<file path="src/rtl/axi4_mem_ctrl.sv">
// axi4_mem_ctrl: AXI4 INCR-burst slave driving a single-word 1024x32 memory port, one burst at a time.
// Optional GUARD_EN macro rejects out-of-range bursts with SLVERR and suppresses mem_en.
module axi4_mem_ctrl #(
    parameter int DATA_WIDTH     = 32,
    parameter int AXI_ADDR_WIDTH = 16,
    parameter int MEM_ADDR_WIDTH = 10,
    parameter int DEPTH          = 1024
) (
    input  logic                      ACLK,
    input  logic                      ARESET,
    input  logic [AXI_ADDR_WIDTH-1:0] AWADDR,
    input  logic [7:0]                AWLEN,
    input  logic                      AWVALID,
    output logic                      AWREADY,
    input  logic [DATA_WIDTH-1:0]     WDATA,
    input  logic                      WLAST,
    input  logic                      WVALID,
    output logic                      WREADY,
    output logic [1:0]                BRESP,
    output logic                      BVALID,
    input  logic                      BREADY,
    input  logic [AXI_ADDR_WIDTH-1:0] ARADDR,
    input  logic [7:0]                ARLEN,
    input  logic                      ARVALID,
    output logic                      ARREADY,
    output logic [DATA_WIDTH-1:0]     RDATA,
    output logic [1:0]                RRESP,
    output logic                      RLAST,
    output logic                      RVALID,
    input  logic                      RREADY,
    output logic                      mem_en,
    output logic                      mem_we,
    output logic [MEM_ADDR_WIDTH-1:0] mem_addr,
    output logic [DATA_WIDTH-1:0]     mem_wdata,
    input  logic [DATA_WIDTH-1:0]     mem_rdata
);
    localparam int LSB = $clog2(DATA_WIDTH / 8);
    typedef enum logic [2:0] {IDLE, WR_DATA, WR_RESP, RD_MEM, RD_DATA} state_t;
    state_t state_q, state_d;
    logic [MEM_ADDR_WIDTH-1:0] addr_q, addr_d, addr_inc;
    logic [7:0] cnt_q, cnt_d, ax_len;
    logic err_q, err_d, oob_q, oob_d, last_wr_q, last_wr_d;
    logic grant_w, grant_r, w_hs, last_beat, oob_in, unused_addr;
    logic [AXI_ADDR_WIDTH-1:0] ax_addr;

    // Round-robin: on a tie the channel not served last wins; reset favours write.
    assign grant_w     = AWVALID && (!ARVALID || !last_wr_q);
    assign grant_r     = ARVALID && !grant_w;
    assign ax_addr     = grant_w ? AWADDR : ARADDR;
    assign ax_len      = grant_w ? AWLEN : ARLEN;
    assign last_beat   = cnt_q == 8'd0;
    assign w_hs        = state_q == WR_DATA && WVALID;
    assign addr_inc    = addr_q == MEM_ADDR_WIDTH'(DEPTH - 1) ? '0 : addr_q + MEM_ADDR_WIDTH'(1);
    assign unused_addr = ^ax_addr;
`ifdef GUARD_EN
    logic [MEM_ADDR_WIDTH+8:0] end_word;
    assign end_word = (MEM_ADDR_WIDTH+9)'(ax_addr[LSB +: MEM_ADDR_WIDTH]) + (MEM_ADDR_WIDTH+9)'(ax_len);
    assign oob_in   = end_word >= (MEM_ADDR_WIDTH+9)'(DEPTH) || (ax_addr >> (LSB + MEM_ADDR_WIDTH)) != '0;
`else
    assign oob_in = 1'b0;
`endif

    always_ff @(posedge ACLK) begin
        if (ARESET) begin
            state_q   <= IDLE;
            addr_q    <= '0;
            cnt_q     <= '0;
            err_q     <= 1'b0;
            oob_q     <= 1'b0;
            last_wr_q <= 1'b0;
        end else begin
            state_q   <= state_d;
            addr_q    <= addr_d;
            cnt_q     <= cnt_d;
            err_q     <= err_d;
            oob_q     <= oob_d;
            last_wr_q <= last_wr_d;
        end
    end

    always_comb begin
        state_d   = state_q;
        addr_d    = addr_q;
        cnt_d     = cnt_q;
        err_d     = err_q;
        oob_d     = oob_q;
        last_wr_d = last_wr_q;
        case (state_q)
            IDLE: if (grant_w || grant_r) begin
                state_d   = grant_w ? WR_DATA : RD_MEM;
                addr_d    = ax_addr[LSB +: MEM_ADDR_WIDTH];
                cnt_d     = ax_len;
                err_d     = oob_in;
                oob_d     = oob_in;
                last_wr_d = grant_w;
            end
            // Beat count ends the burst; a misplaced WLAST only flags the response.
            WR_DATA: if (WVALID) begin
                err_d   = err_q || (WLAST != last_beat);
                addr_d  = addr_inc;
                cnt_d   = cnt_q - 8'd1;
                state_d = last_beat ? WR_RESP : WR_DATA;
            end
            WR_RESP: state_d = BREADY ? IDLE : WR_RESP;
            RD_MEM:  state_d = RD_DATA;
            RD_DATA: if (RREADY) begin
                state_d = last_beat ? IDLE : RD_MEM;
                addr_d  = addr_inc;
                cnt_d   = cnt_q - 8'd1;
            end
            default: state_d = IDLE;
        endcase
    end

    always_comb begin
        AWREADY   = state_q == IDLE && grant_w;
        ARREADY   = state_q == IDLE && grant_r;
        WREADY    = state_q == WR_DATA;
        BVALID    = state_q == WR_RESP;
        BRESP     = BVALID && err_q ? 2'b10 : 2'b00;
        mem_we    = w_hs && !oob_q;
        mem_en    = mem_we || (state_q == RD_MEM && !oob_q);
        mem_addr  = addr_q;
        mem_wdata = mem_we ? WDATA : '0;
        RVALID    = state_q == RD_DATA;
        RLAST     = RVALID && last_beat;
        RDATA     = RVALID && !oob_q ? mem_rdata : '0;
        RRESP     = RVALID && oob_q ? 2'b10 : 2'b00;
    end
endmodule

</file>
<file path="config.mk">
export PLATFORM = sky130hd
export DESIGN_NAME = axi4_mem_ctrl
export DESIGN_NICKNAME = d
export VERILOG_FILES = /design/src/rtl/axi4_mem_ctrl.sv
export SDC_FILE = /design/constraint.sdc
export NUM_CORES = 1
export LEC_CHECK = 0
export ABC_AREA = 1
export CAP_MARGIN = 20
export CORE_MARGIN = 2
export CORE_UTILIZATION = 35
export DETAILED_ROUTE_END_ITERATION = 10
export GPL_TIMING_DRIVEN = 0
export PLACE_DENSITY = 0.9
export SYNTH_ARGS = -nofsm -noshare
export SYNTH_HDL_FRONTEND = slang
export SYNTH_SLANG_ARGS = --single-unit
export TNS_END_PERCENT = 5
</file>
<file path="constraint.sdc">
create_clock -name ACLK -period 4.22 [get_ports ACLK]
set_clock_uncertainty 0.2 [all_clocks]
set_input_delay 0.844 -clock ACLK [delete_from_list [all_inputs] [get_ports ACLK]]
set_output_delay 0.844 -clock ACLK [all_outputs]
set_load 0.01 [all_outputs]
</file>
==> results.tsv, run 1 <==
stage	metric	value	unit
run_status	outcome	completed	
place	hpwlAfterDp	8040	um
cts	postCtsSetupRepairBufs	0	
cts	clock_path_buffers	2	
timing	rsz0062_at_grt	no	
floorplan	die_x	85.9	um
critical_path	critPathMostFrequentCell	nand2_1	
final_layout	fin_nets	774	
logic_synthesis	synth_warnings	0	
timing	setup_violations	0	
critical_path	worstPathRequired	3.18	ns
logic_synthesis	synthCells	454	
detailed_routing	num_vias	3368	
floorplan	core	6420	um2
detailed_routing	finalWirelength	9620	um
cts	cts.sinks	23	
detailed_routing	drt-vias-per-instance	4.63	
global_route	grt_max_degree	13	
logic_synthesis	ys_ff_latch	23	
critical_path	r2r_slack	2.31	ns
final_layout	drive_gt1_share	3.85	%
place	dp.cells	723	
run	maxCapViolations	0	
detailed_routing	remaining_drc_errors	0	
logic_synthesis	synth_top_area_share	22.7	%
critical_path	cp_top_family	buffers and inverters	
timing	max_freq	0.270	GHz
detailed_routing	drt_iter0_markers	156	
cts	h-tree-depth	1	
cts	cts_buffers	3	
cts	root_buffer	clkbuf_8	
final_layout	fin_cells	727	
final_layout	area_growth	87.3	%
floorplan	start_util	36.6	%
timing	maxSlewViolCount	0	
logic_synthesis	synth_area_leader_cell	nor2_1	
timing	min_period	3.70	ns
timing	tns	0	ns
logic_synthesis	synth.area.top_cells	nor2_1 23%, dfxtp_1 20%, inv_1 15%	
cts	hold_buffers	0	
floorplan	die_area	7380	um2
final_layout	diodes	0	
timing	hold_violations	0	
global_route	grt_antenna_before_repair	0	
place	portBuffers	190	
critical_path	slowest_delay	0.57	ns
critical_path	crit_chain	clkdlybuf4s50_1 > nand2_1 > nand2_1 > buf_2 > nand2_1 > nor2_1 > clkdlybuf4s50_1	
critical_path	timing.critical_path.buf_inv	3	
timing	final.period_utilization	87.6	%
detailed_routing	first_pass_iters	5	
cts	clkTransAtPathRegs	0.09	ns
detailed_routing	ant_nets	0	
critical_path	cp-end-kind	output port	
logic_synthesis	yosysSeqAreaShare	19.6	%
critical_path	slowest_stage	clkdlybuf4s50_1	
critical_path	critical_path_peak_fanout	10	
global_route	grt_first_pass_wirelength	15000	um
detailed_routing	wire_per_inst	13.2	um
cts	post_cts_resize_count	0	
global_route	grtUsageTotal	25.1	%
global_route	gr-total-overflow	0	
global_route	grt_pass1_vias	3205	
power_and_ir_drop	vdd_drop_max	0.000278	V
place	place_congestion	0.925	
cts	cts_tree	yes	
floorplan	rows	29	
min_path	min_path_type	register to register	
floorplan	io_pins	206	
critical_path	crit_arrival	2.65	ns
logic_synthesis	syn_area_per_cell	5.18	um2
logic_synthesis	syn-cell-area	2350	um2
floorplan	die_h	85.9	um
critical_path	crit_type	primary input to output port	
power_and_ir_drop	p_leak	2.13	nW
power_and_ir_drop	powerDensity	452	nW/um2
cts	worstSkewPairLatency	0.27	ns
logic_synthesis	post_synth_num_cell_types	26	
critical_path	critPathLaunchType	primary input	
[where the power goes]
group / internal (W) / switching [W]
clock network: 0.0000676 / 0.0000768
logic: 0.000660 / 0.000756
registers: 0.000312 / 0.000118
[synthesized netlist by cell type]
library cell  count
o21ai_0          31
dfxtp_1          23
nor3_1            1
inv_1            94
and3_1            1
buf_4             5
inv_2             1
nand4_1           4
buf_2             3
nand2_4           1
or2_0             1
nor2_1          142
a21oi_1          17
buf_1             1
o21bai_1          1
ha_1              3
buf_6             7
nor2_4            2
conb_1            1
clkbuf_1          3
nand2_2           3
xnor2_1           4
nand2_1          77
nand3_1          25
o21ai_1           1
nand3b_1          2
[final timing paths]
kind	start	endpoint	cells past startpoint
hold / removal	err_q	err_q	2
hold reg to reg	err_q	err_q	2
setup reg to reg	mem_addr[1]	mem_addr[0]	8
setup / recovery	ARVALID	ARREADY	7
[cells in the final DEF (no fill, tap or decap), types with 4 or more instances in the layout]
cell and n:
nand2_1 77, dfxtp_1 23, nand3_1 25, clkbuf_1 4
o21ai_0 31, clkdlybuf4s50_1 190, buf_4 5, xnor2_1 4
nand4_1 4, buf_6 7, inv_1 94, nor2_1 142
a21oi_1 17
[flip-flops by register name, summed over array words and instances, names as in the netlist]
signal,flops
mem_addr,10
cnt_q,8
state_q,3
err_q,1
last_wr_q,1
[logic make-up (layout without fill, tap and decap cells)]
kind of cell               after synthesis  count (layout)  synth area share (%)
DFF                                     23              23                  19.6
xor gates and xnor gates                 4               4                  1.49
AOI/OAI and AO/OA                       50              50                  10.8
buffers and inverters                  114             308                  21.4
adders and majority gates                3               3                  1.60
other                                    1               3                 0.160
and+or+nand+nor                        259             259                  45.0
[metal layers]
metal | share of wire, % | track usage [%]
met1 | 38 | 27.6
met2 | 51 | 47.9
met3 | 9.2 | 4.81
met4 | 1.9 | 7.50
met5 | 0 | 0
[final cells by class]
type / instances / area (um2)
Tap cell: 77 / 96.3
Multi-Input combinational cell: 319 / 1390
Sequential cell: 23 / 460
Timing Repair Buffer: 190 / 1900
Fill cell: 564 / 2020
Clock buffer: 4 / 45.0
Inverter: 95 / 357
Buffer: 19 / 146
[worst reg2reg max path, cell delays in order (launching register included)]
cell,delay (ns)
dfxtp_1,0.41
ha_1,0.22
nand2_1,0.08
nor2_1,0.27
nand3b_1,0.29
nand2_1,0.13
nor2_1,0.05
nor2_1,0.10
nor2_1,0.04
[metrics by stage]
| step | power (W) | setup WS [ns] | util [%] | area [um2] | hold slack (ns) |
|---|---|---|---|---|---|
| after floorplan | 0.00126 | 1.58 | - | 2360 | 0.232 |
| after global placement | 0.00180 | 0.535 | 67.8 | 4360 | 0.244 |
| after detailed placement | 0.00184 | 0.516 | 67.8 | 4360 | 0.250 |
| after CTS | 0.00198 | 0.515 | 68.5 | 4400 | 0.265 |
| after global routing | 0.00218 | 0.426 | 68.5 | 4400 | 0.312 |
| final | 0.00199 | 0.522 | 68.5 | 4400 | 0.264 |
No activity file was read; power rests on OpenSTA's default activity.
==> run 2: changes to the inputs <==
Settings changed: ABC_AREA 1 to not set, CORE_UTILIZATION 35 to 33, PLACE_DENSITY 0.9 to 0.89.
==> run 2 against run 1 <==
Wire length decreased by 2.8%. Clock power decreased by 3%. Clock-buffer cell count did not move. Worst hold slack improved by 0.053 ns. Combinational power decreased by 15%. Non-clock buffer count rose by 7. Sequential cell count stayed put. Register-to-register slack got worse by 0.62 ns. Core utilization is 2.1 points lower. First-iteration DRC count up 39%. Total power shrank 11%. Die area decreased by 2.8%. Critical endpoint is now AWREADY.
==> results.tsv, run 2 <==
stage	metric	value	unit	change
timing	tns	0	ns	unchanged
detailed_routing	remaining_drc_errors	0		unchanged
floorplan	rows	29		unchanged
cts	cts_tree	yes		unchanged
global_route	grt_pass1_vias	2865		was 3205
timing	maxSlewViolCount	0		unchanged
cts	h-tree-depth	1		unchanged
critical_path	critPathLaunchType	primary input		unchanged
place	preCtsSetupSlack	0.309	ns	was 0.516 ns
logic_synthesis	synth_top_area_share	21.4	%	was 22.7%
power_and_ir_drop	clkPwrFrac	7.9	%	was 7.3%
detailed_routing	ant_nets	0		unchanged
cts	clock_path_buffers	2		unchanged
cts	root_buffer	clkbuf_8		unchanged
logic_synthesis	yosysSeqAreaShare	21.4	%	was 19.6%
place	portBuffers	189		was 190
timing	rsz0062_at_grt	no		unchanged
floorplan	die_area	7180	um2	was 7380 um2
logic_synthesis	synthCells	297		was 454
detailed_routing	num_vias	3036		was 3368
cts	postCtsSetupRepairBufs	0		unchanged
final_layout	final_area	4190	um2	was 4400 um2
final_layout	mostFrequentLayoutCell	clkdlybuf4s50_1		unchanged
final_layout	fin_nets	616		was 774
critical_path	slowest_delay	0.54	ns	was 0.57 ns
final_layout	diodes	0		unchanged
critical_path	r2r_slack	1.69	ns	was 2.31 ns
timing	max_freq	0.257	GHz	was 0.270 GHz
critical_path	crit_chain	clkdlybuf4s50_1 > a21boi_0 > buf_2 > and2_1 > clkdlybuf4s50_1		was clkdlybuf4s50_1 > nand2_1 > nand2_1 > buf_2 > nand2_1 > nor2_1 > clkdlybuf4s50_1
final_layout	multi_input_area	1540	um2	was 1390 um2
global_route	grt_first_pass_wirelength	14500	um	was 15000 um
floorplan	start_util	34.1	%	was 36.6%
critical_path	worstPathRequired	3.18	ns	about the same
power_and_ir_drop	power.switching	0.000804	W	was 0.000951 W
run_status	outcome	completed		unchanged
power_and_ir_drop	power_frac_seq	23.9	%	was 21.6%
critical_path	critPathMostFrequentCell	clkdlybuf4s50_1		was nand2_1
floorplan	core	6310	um2	was 6420 um2
final_layout	area_growth	94.9	%	was 87.3%
timing	hold_violations	0		unchanged
cts	cts.sinks	23		unchanged
power_and_ir_drop	vdd_drop_max	0.000288	V	was 0.000278 V
power_and_ir_drop	comb_power_share	68.3	%	was 71.2%
logic_synthesis	synth_enable_flop_cells	0		unchanged
global_route	gr-total-overflow	0		unchanged
run	maxCapViolations	0		unchanged
logic_synthesis	synth_async_sr_flop_share	0	%	unchanged
floorplan	die_h	84.7	um	was 85.9 um
detailed_routing	drt_iter0_markers	217		was 156
detailed_routing	first_pass_iters	5		unchanged
timing	setup_violations	0		unchanged
timing	relSlewSlack	42.6	%	
global_route	grt_max_degree	13		unchanged
min_path	min_path_type	register to register		unchanged
global_route	grtUsageTotal	24.6	%	was 25.1%
logic_synthesis	synth.area.top_cells	dfxtp_1 21%, and2_1 10%, and3_1 10%		was nor2_1 23%, dfxtp_1 20%, inv_1 15%
critical_path	crit_arrival	2.84	ns	was 2.65 ns
logic_synthesis	synthTopCellsByCount	36 x and2_1, 35 x and3_1, 25 x a21oi_1		was 142 x nor2_1, 94 x inv_1, 77 x nand2_1
final_layout	fillers	565		was 564
cts	worstSkewPairLatency	0.26	ns	was 0.27 ns
detailed_routing	wire_per_inst	16.4	um	was 13.2 um
global_route	grt_antenna_before_repair	0		unchanged
place	place_congestion	0.915		was 0.925
logic_synthesis	synth.most_common_cell	and2_1		was nor2_1
place	hpwlAfterDp	7650	um	was 8040 um
final_layout	final_cell_mix	189 x clkdlybuf4s50_1, 36 x and2_1, 35 x and3_1		was 190 x clkdlybuf4s50_1, 142 x nor2_1, 94 x inv_1
logic_synthesis	ys_ff_latch	23		unchanged
logic_synthesis	syn-cell-area	2150	um2	was 2350 um2
timing	hold-worst-slack	0.317	ns	was 0.264 ns
logic_synthesis	syn_area_per_cell	7.24	um2	was 5.18 um2
timing	tightest_slew	0.859	ns	
final_layout	largest_register_ffs	10		unchanged
power_and_ir_drop	p_leak	1.69	nW	was 2.13 nW
logic_synthesis	synth_area_leader_cell	dfxtp_1		was nor2_1
final_layout	drive_gt1_share	4.67	%	was 3.85%
logic_synthesis	post_synth_num_cell_types	47		was 26
cts	clkTransAtPathRegs	0.08	ns	was 0.09 ns
critical_path	slowest_stage	clkdlybuf4s50_1		unchanged
final_layout	regArea	460	um2	unchanged
critical_path	crit_type	primary input to output port		unchanged
timing	final.period_utilization	92.1	%	was 87.6%
timing	fin_ws	0.333	ns	was 0.522 ns
logic_synthesis	synth_warnings	0		unchanged
power_and_ir_drop	cell_internal_pwr	0.000961	W	was 0.00104 W
logic_synthesis	synth_ff_type	dfxtp_1		unchanged
floorplan	io_pins	206		unchanged
cts	post_cts_resize_count	0		unchanged
cts	cts_buffers	3		unchanged
detailed_routing	finalWirelength	9350	um	was 9620 um
place	placedInstanceArea	4150	um2	was 4360 um2
power_and_ir_drop	finalPower	0.00177	W	was 0.00199 W
power_and_ir_drop	powerDensity	421	nW/um2	was 452 nW/um2
timing	min_period	3.89	ns	was 3.70 ns
critical_path	cp-end-kind	output port		unchanged
cts	hold_buffers	0		unchanged
critical_path	critical_path_peak_fanout	10		unchanged
detailed_routing	drt-vias-per-instance	5.34		was 4.63
power_and_ir_drop	switching_share	45.6	%	was 47.8%
floorplan	die_x	84.7	um	was 85.9 um
==> run 2: cell count changes in the layout (fill, tap and decap cells not counted), sizes merged, moves of 8 or more <==
cell	previous run	this run
nand3	25	4
nor2	144	20
a21oi	17	25
o21ai	32	17
clkbuf	7	20
nand2b	0	8
nor3	1	11
and2	0	36
mux2i	0	10
inv	95	8
and3	1	35
nand2	81	13
==> run 2: metal layers <==
metal / track usage, % / vias to the layer above / routed length, um / part of all wire [%]
met3: 5.51 / 32 / 837 / 8.9
met4: 5.92 / 0 / 182 / 1.9
met2: 44.0 / 175 / 4760 / 51
li1: - / 1460 / - / -
met5: 0 / - / 0 / 0
met1: 29.7 / 1369 / 3570 / 38
==> run 2: final cells by class <==
| cell class | instances | share of cell area (%) |
|---|---|---|
| Timing Repair Buffer | 189 | 45.1 |
| Multi-Input combinational cell | 241 | 36.7 |
| Sequential cell | 23 | 11.0 |
| Buffer | 27 | 3.07 |
| Tap cell | 77 | 2.30 |
| Clock buffer | 4 | 1.07 |
| Inverter | 8 | 0.716 |
==> run 2: per-stage QoR <==
stage,instances,util [%]
2_1_floorplan,299,-
3_3_place_gp,565,65.7
3_5_place_dp,565,65.7
4_1_cts,569,66.4
5_1_grt,569,66.4
6_report,569,66.4
==> run 2: cell families (layout without fill, tap and decap cells) <==
| group | after synthesis | in the layout | share of synthesized area (%) |
|---|---|---|---|
| XOR/XNOR | 1 | 1 | 0.407 |
| flip-flops | 23 | 23 | 21.4 |
| AND/OR/NAND/NOR | 144 | 144 | 39.0 |
| multiplexers | 16 | 16 | 7.80 |
| other | 1 | 3 | 0.174 |
| buffers and inverters | 35 | 228 | 7.39 |
| adder cells (fa/ha/maj) | 4 | 4 | 2.21 |
| AO/OA/AOI/OAI | 73 | 73 | 21.6 |
==> run 2: power groups by stage <==
stage / sequential, W / combinational, W / clock [W]
3_3_place_gp: 0.000410 / 0.00115 / 0
5_1_grt: 0.000430 / 0.00132 / 0.000147
6_report: 0.000421 / 0.00121 / 0.000139
4_1_cts: 0.000414 / 0.00119 / 0.000139
3_5_place_dp: 0.000418 / 0.00119 / 0
2_1_floorplan: 0.000407 / 0.000678 / 0
==> run 2: worst max-delay path: cells and delay by family <==
kind	cells	cell delay, ns
buffers and inverters	3	1.44
and+or+nand+nor	1	0.17
AOI/OAI and AO/OA	1	0.39
==> run 2: final timing paths <==
check | cells after the start | end | start
hold reg to reg | 2 | err_q | err_q
setup reg to reg | 7 | cnt_q[5] | state_q[2]
setup / recovery | 5 | AWREADY | AWVALID
hold / removal | 2 | err_q | err_q
==> run 3: changes to the inputs <==
--- a/config.mk
+++ b/config.mk
@@ -10,5 +10,4 @@
 export CORE_UTILIZATION = 33
 export DETAILED_ROUTE_END_ITERATION = 10
-export GPL_TIMING_DRIVEN = 0
 export PLACE_DENSITY = 0.89
 export SYNTH_ARGS = -nofsm -noshare
--- a/constraint.sdc
+++ b/constraint.sdc
@@ -3,3 +3,3 @@
 set_input_delay 0.844 -clock ACLK [delete_from_list [all_inputs] [get_ports ACLK]]
 set_output_delay 0.844 -clock ACLK [all_outputs]
-set_load 0.01 [all_outputs]
+set_load 0.02 [all_outputs]
==> run 3 against run 2 <==
Via count is 5.1% lower. Sequential share of layout area is 0.13 points higher. Worst hold slack worse by 0.011 ns. Sequential cell count stayed put. Register-to-register slack worse by 0.14 ns. Die area stayed put.
==> results.tsv, run 3 (synthesis gave the netlist of run 2 again) <==
stage	metric	value	unit	change
run_status	outcome	completed		unchanged
power_and_ir_drop	cell_internal_pwr	0.000954	W	was 0.000961 W
detailed_routing	finalWirelength	8620	um	was 9350 um
final_layout	mostFrequentLayoutCell	clkdlybuf4s50_1		unchanged
global_route	gr-total-overflow	0		unchanged
floorplan	die_area	7180	um2	unchanged
timing	rsz0062_at_grt	no		unchanged
power_and_ir_drop	powerDensity	434	nW/um2	was 421 nW/um2
cts	hold_buffers	0		unchanged
global_route	grtUsageTotal	22.6	%	was 24.6%
global_route	grt_first_pass_wirelength	13400	um	was 14500 um
final_layout	drive_gt1_share	4.64	%	was 4.67%
min_path	min_path_type	register to register		unchanged
global_route	grtUsageMet2	41.9	%	was 44.0%
final_layout	area_growth	92.6	%	was 94.9%
timing	maxSlewViolCount	0		unchanged
detailed_routing	remaining_drc_errors	0		unchanged
power_and_ir_drop	comb_power_share	68.0	%	was 68.3%
timing	min_period	3.57	ns	was 3.89 ns
timing	final.period_utilization	84.6	%	was 92.1%
critical_path	timing.critical_path.buf_inv	3		unchanged
final_layout	fin_nets	598		was 616
critical_path	crit_type	primary input to output port		unchanged
timing	hold_violations	0		unchanged
critical_path	crit_chain	clkdlybuf4s50_1 > a21boi_2 > buf_4 > and2_1 > clkdlybuf4s50_1		was clkdlybuf4s50_1 > a21boi_0 > buf_2 > and2_1 > clkdlybuf4s50_1
global_route	grt_max_degree	38		was 13
critical_path	slowest_stage	clkdlybuf4s50_1		unchanged
detailed_routing	wire_per_inst	15.6	um	was 16.4 um
global_route	grt_antenna_before_repair	0		unchanged
floorplan	rows	29		unchanged
detailed_routing	first_pass_iters	4		was 5
cts	worstSkewPairLatency	0.27	ns	was 0.26 ns
floorplan	die_x	84.7	um	unchanged
power_and_ir_drop	power.switching	0.000845	W	was 0.000804 W
timing	tns	0	ns	unchanged
power_and_ir_drop	clkPwrFrac	7.9	%	about the same
floorplan	die_h	84.7	um	unchanged
detailed_routing	drt_iter0_markers	149		was 217
cts	postCtsSetupRepairBufs	0		unchanged
power_and_ir_drop	switching_share	47.0	%	was 45.6%
floorplan	start_util	34.1	%	unchanged
final_layout	diodes	0		unchanged
cts	root_buffer	clkbuf_8		unchanged
detailed_routing	ant_nets	0		unchanged
detailed_routing	drt-vias-per-instance	5.23		was 5.34
cts	clkTransAtPathRegs	0.08	ns	about the same
final_layout	largest_register_ffs	10		unchanged
global_route	grt_pass1_vias	2694		was 2865
power_and_ir_drop	power_frac_seq	24.1	%	was 23.9%
global_route	grt_use_met1	26.4	%	was 29.7%
cts	post_cts_resize_count	0		unchanged
cts	cts_buffers	3		unchanged
place	place_congestion	0.924		was 0.915
place	preCtsSetupSlack	0.643	ns	was 0.309 ns
critical_path	slowest_delay	0.60	ns	was 0.54 ns
final_layout	final_cell_mix	190 x clkdlybuf4s50_1, 36 x and2_1, 35 x and3_1		was 189 x clkdlybuf4s50_1, 36 x and2_1, 35 x and3_1
critical_path	crit_arrival	2.53	ns	was 2.84 ns
place	hpwlAfterDp	6920	um	was 7650 um
detailed_routing	num_vias	2880		was 3036
floorplan	core	6310	um2	unchanged
critical_path	critPathMostFrequentCell	clkdlybuf4s50_1		unchanged
timing	fin_ws	0.649	ns	was 0.333 ns
critical_path	cp-end-kind	output port		unchanged
global_route	met3_usage	5.21	%	was 5.51%
cts	cts.sinks	23		unchanged
critical_path	critical_path_peak_fanout	10		unchanged
cts	h-tree-depth	1		unchanged
timing	max_freq	0.280	GHz	was 0.257 GHz
floorplan	io_pins	206		unchanged
global_route	top_usage_layer	met2		unchanged
critical_path	worstPathRequired	3.18	ns	about the same
place	portBuffers	190		was 189
timing	setup_violations	0		unchanged
timing	tightest_slew	0.920	ns	was 0.859 ns
run	maxCapViolations	0		unchanged
cts	cts_tree	yes		unchanged
timing	relSlewSlack	38.5	%	was 42.6%
power_and_ir_drop	vdd_drop_max	0.000292	V	was 0.000288 V
cts	clock_path_buffers	2		unchanged
critical_path	cp_top_family	buffers and inverters		unchanged
power_and_ir_drop	p_leak	1.66	nW	was 1.69 nW
critical_path	critPathLaunchType	primary input		unchanged
==> run 3: cell types whose count changed in the layout (fill, tap and decap cells not counted), sizes merged <==
cell	delta
clkdlybuf4s50	+1
clkbuf	-16
buf	-3
==> run 3: worst paths after layout <==
path                            startpoint          end  slack, ns  depth (start not counted)
worst max-delay path               AWVALID      AWREADY       0.65                          5
worst min-delay path              cnt_q[3]     cnt_q[3]       0.31                          2
worst max register to register  state_q[2]  mem_addr[1]       1.55                          5
worst min register to register    cnt_q[3]     cnt_q[3]       0.31                          2
==> run 3: per-layer routing <==
layer,wire length (um),part of all wire (%),vias up
met5,0,0,-
met4,80,0.93,0
met3,648,7.5,10
met2,4500,52,137
met1,3390,39,1316
li1,-,-,1417
==> run 3: power groups by stage <==
stage                     registers (W)  logic [W]  clock network [W]
final                          0.000434    0.00122           0.000141
after global routing           0.000448    0.00134           0.000155
after floorplan                0.000436   0.000736                  0
after detailed placement       0.000435    0.00122                  0
after CTS                      0.000431    0.00122           0.000144
after global placement         0.000428    0.00119                  0
==> run 3: final cells by class <==
class / instances / area [um2]
clock buffer: 4 / 45.0
fill: 564 / 2170
inverter: 8 / 30.0
multi-input combinational: 241 / 1550
sequential: 23 / 460
tap: 77 / 96.3
timing repair buffer: 198 / 1960
==> run 3: worst reg2reg max path, delay by kind of cell (launching register included) <==
kind,cells,cell delay [ns]
simple gates,2,0.38
compound gates,3,1.33
flops,1,0.60
==> run 3: stage by stage <==
stage / instances / cell area (um2) / hold WS, ns / utilization, % / power, W
after floorplan: 299 / 2160 / 0.257 / - / 0.00117
after global placement: 547 / 4100 / 0.273 / 64.9 / 0.00161
after detailed placement: 547 / 4100 / 0.296 / 64.9 / 0.00165
after CTS: 551 / 4140 / 0.305 / 65.6 / 0.00180
after global routing: 551 / 4140 / 0.332 / 65.6 / 0.00194
final: 551 / 4140 / 0.305 / 65.6 / 0.00180
==> RTL edit (config.mk and constraints of run 1) <==
Build with the macro `GUARD_EN` defined.
--- a/src/rtl/axi4_mem_ctrl.sv
+++ b/src/rtl/axi4_mem_ctrl.sv
@@ -1,5 +1,7 @@
 // axi4_mem_ctrl: AXI4 INCR-burst slave driving a single-word 1024x32 memory port, one burst at a time.
 // Optional GUARD_EN macro rejects out-of-range bursts with SLVERR and suppresses mem_en.
+`define GUARD_EN
+
 module axi4_mem_ctrl #(
     parameter int DATA_WIDTH     = 32,
     parameter int AXI_ADDR_WIDTH = 16,
Function: changed (Yosys sat finds a counterexample within 4 cycles, from zero or initial values and one cycle with ARESET high).
==> RTL edit against run 1 <==
- sequential cell count rose by 1
- synthesized cell count rose by 7.5%
- setup slack got worse by 75 ps
- final area rose by 10%
- clock power rose by 15%
- total power rose by 6.1%
- routed wire length rose by 13%
- count of clock-buffer cells in the layout did not move
- synthesized area rose by 14%
- largest power group unchanged
==> RTL edit: results (changes against run 1) <==
[final_layout]
multiInputGateArea_um2=1710  ; was 1390 µm²
nFillCells=629  ; was 564
fin_nets=823  ; was 774
fin_area_um2=4850  ; was 4400 µm²
drive_gt1_share_pct=6.37  ; was 3.85%
insertedDiodeCount=0  ; unchanged

[detailed_routing]
drtIter0Drc=177  ; was 156
vias=3738  ; was 3368
drt_pre_antenna_iters=4  ; was 5
wl_met3_um=826  ; was 887 µm
wire_per_inst_um=13.7  ; was 13.2 µm
drt-met1-wl_um=4170  ; was 3620 µm
met2_length_um=5580  ; was 4930 µm

[grt]
grt_pass1_wl_um=17500  ; was 15000 µm
track_usage_pct=25.3  ; was 25.1%
use_met3_pct=4.19  ; was 4.81%
antenna_found_initial=0  ; unchanged
use_met2_pct=48.0  ; was 47.9%
grt_start_max_net_pins=14  ; was 13
use_met1_pct=28.4  ; was 27.6%

[sta]
slew_violations=0  ; unchanged
relSlewSlack_pct=59.2

[synthesis]
ys_seq_area_share_pct=17.9  ; was 19.6%
synthAdderAreaFrac_pct=5.40  ; was 1.60%
ys_top_cells_by_area=dfxtp_1, nor2_1, nand2_1  ; was nor2_1, dfxtp_1, inv_1
synth_xor_area_share_pct=0.326  ; was 1.49%
synth_mux_area_share_pct=0  ; unchanged
synth_compound_area_share_pct=16.0  ; was 10.8%
synth.distinct_cells=41  ; was 26
ys_warn_count=0  ; unchanged
synth_common_cells=nor2_1, nand2_1, inv_1  ; was nor2_1, inv_1, nand2_1

[power_and_ir_drop]
vdd_drop_max_mv=0.256  ; was 0.278 mV
leakagePower_nw=2.32  ; was 2.13 nW
power_switching_mw=1.04  ; was 0.951 mW

[clock_network]
clock_latency_ps=280
cts_resized=0  ; unchanged
clockBufferDepth=2  ; unchanged
cts_buffers=3  ; unchanged
post_cts_buffers=0  ; unchanged
ctsHtreeMaxLevel=1  ; unchanged

[outcome]
status=finished clean  ; unchanged

[placement]
dpl_cell_area_um2=4800  ; was 4360 µm²
portBuffers=198  ; was 190
dp_hpwl_um=9170  ; was 8040 µm
gp_congestion=0.899  ; was 0.925

[floorplan]
num_rows=31  ; was 29

[worst_setup_path]
cp.arrival_ps=2730  ; was 2650 ps

[RTL edit: cells by family (layout without fill, tap and decap cells)]
kind of cell | count (synthesis) | count (layout)
buffers and inverters | 118 | 320
adders and majority gates | 11 | 11
DFF | 24 | 24
AOI/OAI and AO/OA | 76 | 76
other | 1 | 2
and+or+nand+nor | 257 | 257
xor gates and xnor gates | 1 | 1
[RTL edit: area by class of cell]
type	count	share of cell area [%]
Inverter	98	7.63
Tap cell	99	2.55
Multi-Input combinational cell	347	35.3
Timing Repair Buffer	198	40.8
Buffer	20	2.66
Sequential cell	24	9.90
Clock buffer	4	1.13
[RTL edit: worst paths after layout]
path         slack [ps]        to  startpoint  cells past startpoint
max reg2reg        1650     oob_q   last_wr_q                     16
min reg2reg         300  cnt_q[7]    cnt_q[7]                      2
max                 450   ARREADY     ARVALID                      8
min                 300  cnt_q[7]    cnt_q[7]                      2
[RTL edit: worst max-delay path: stages]
cell,delay (ps)
clkdlybuf4s50_1,490
nand2_2,130
nand2_2,100
buf_6,130
buf_2,240
nand2_1,130
nor2_1,100
clkdlybuf4s50_1,550
[RTL edit: per-stage QoR]
step	instances	setup WS [ps]	utilization [%]	power [mW]
finish	790	448	66.2	2.11
global route	790	382	66.2	2.29
CTS	790	447	66.2	2.10
detailed placement	786	456	65.5	1.93
global placement	786	485	65.5	1.88
floorplan	489	1510	-	1.34
[RTL edit: power by group through the flow]
stage | sequential (mW) | clock [mW] | combinational, mW
floorplan | 0.410 | 0 | 0.933
global placement | 0.413 | 0 | 1.47
detailed placement | 0.418 | 0 | 1.51
CTS | 0.415 | 0.168 | 1.52
global route | 0.432 | 0.176 | 1.68
finish | 0.419 | 0.166 | 1.53
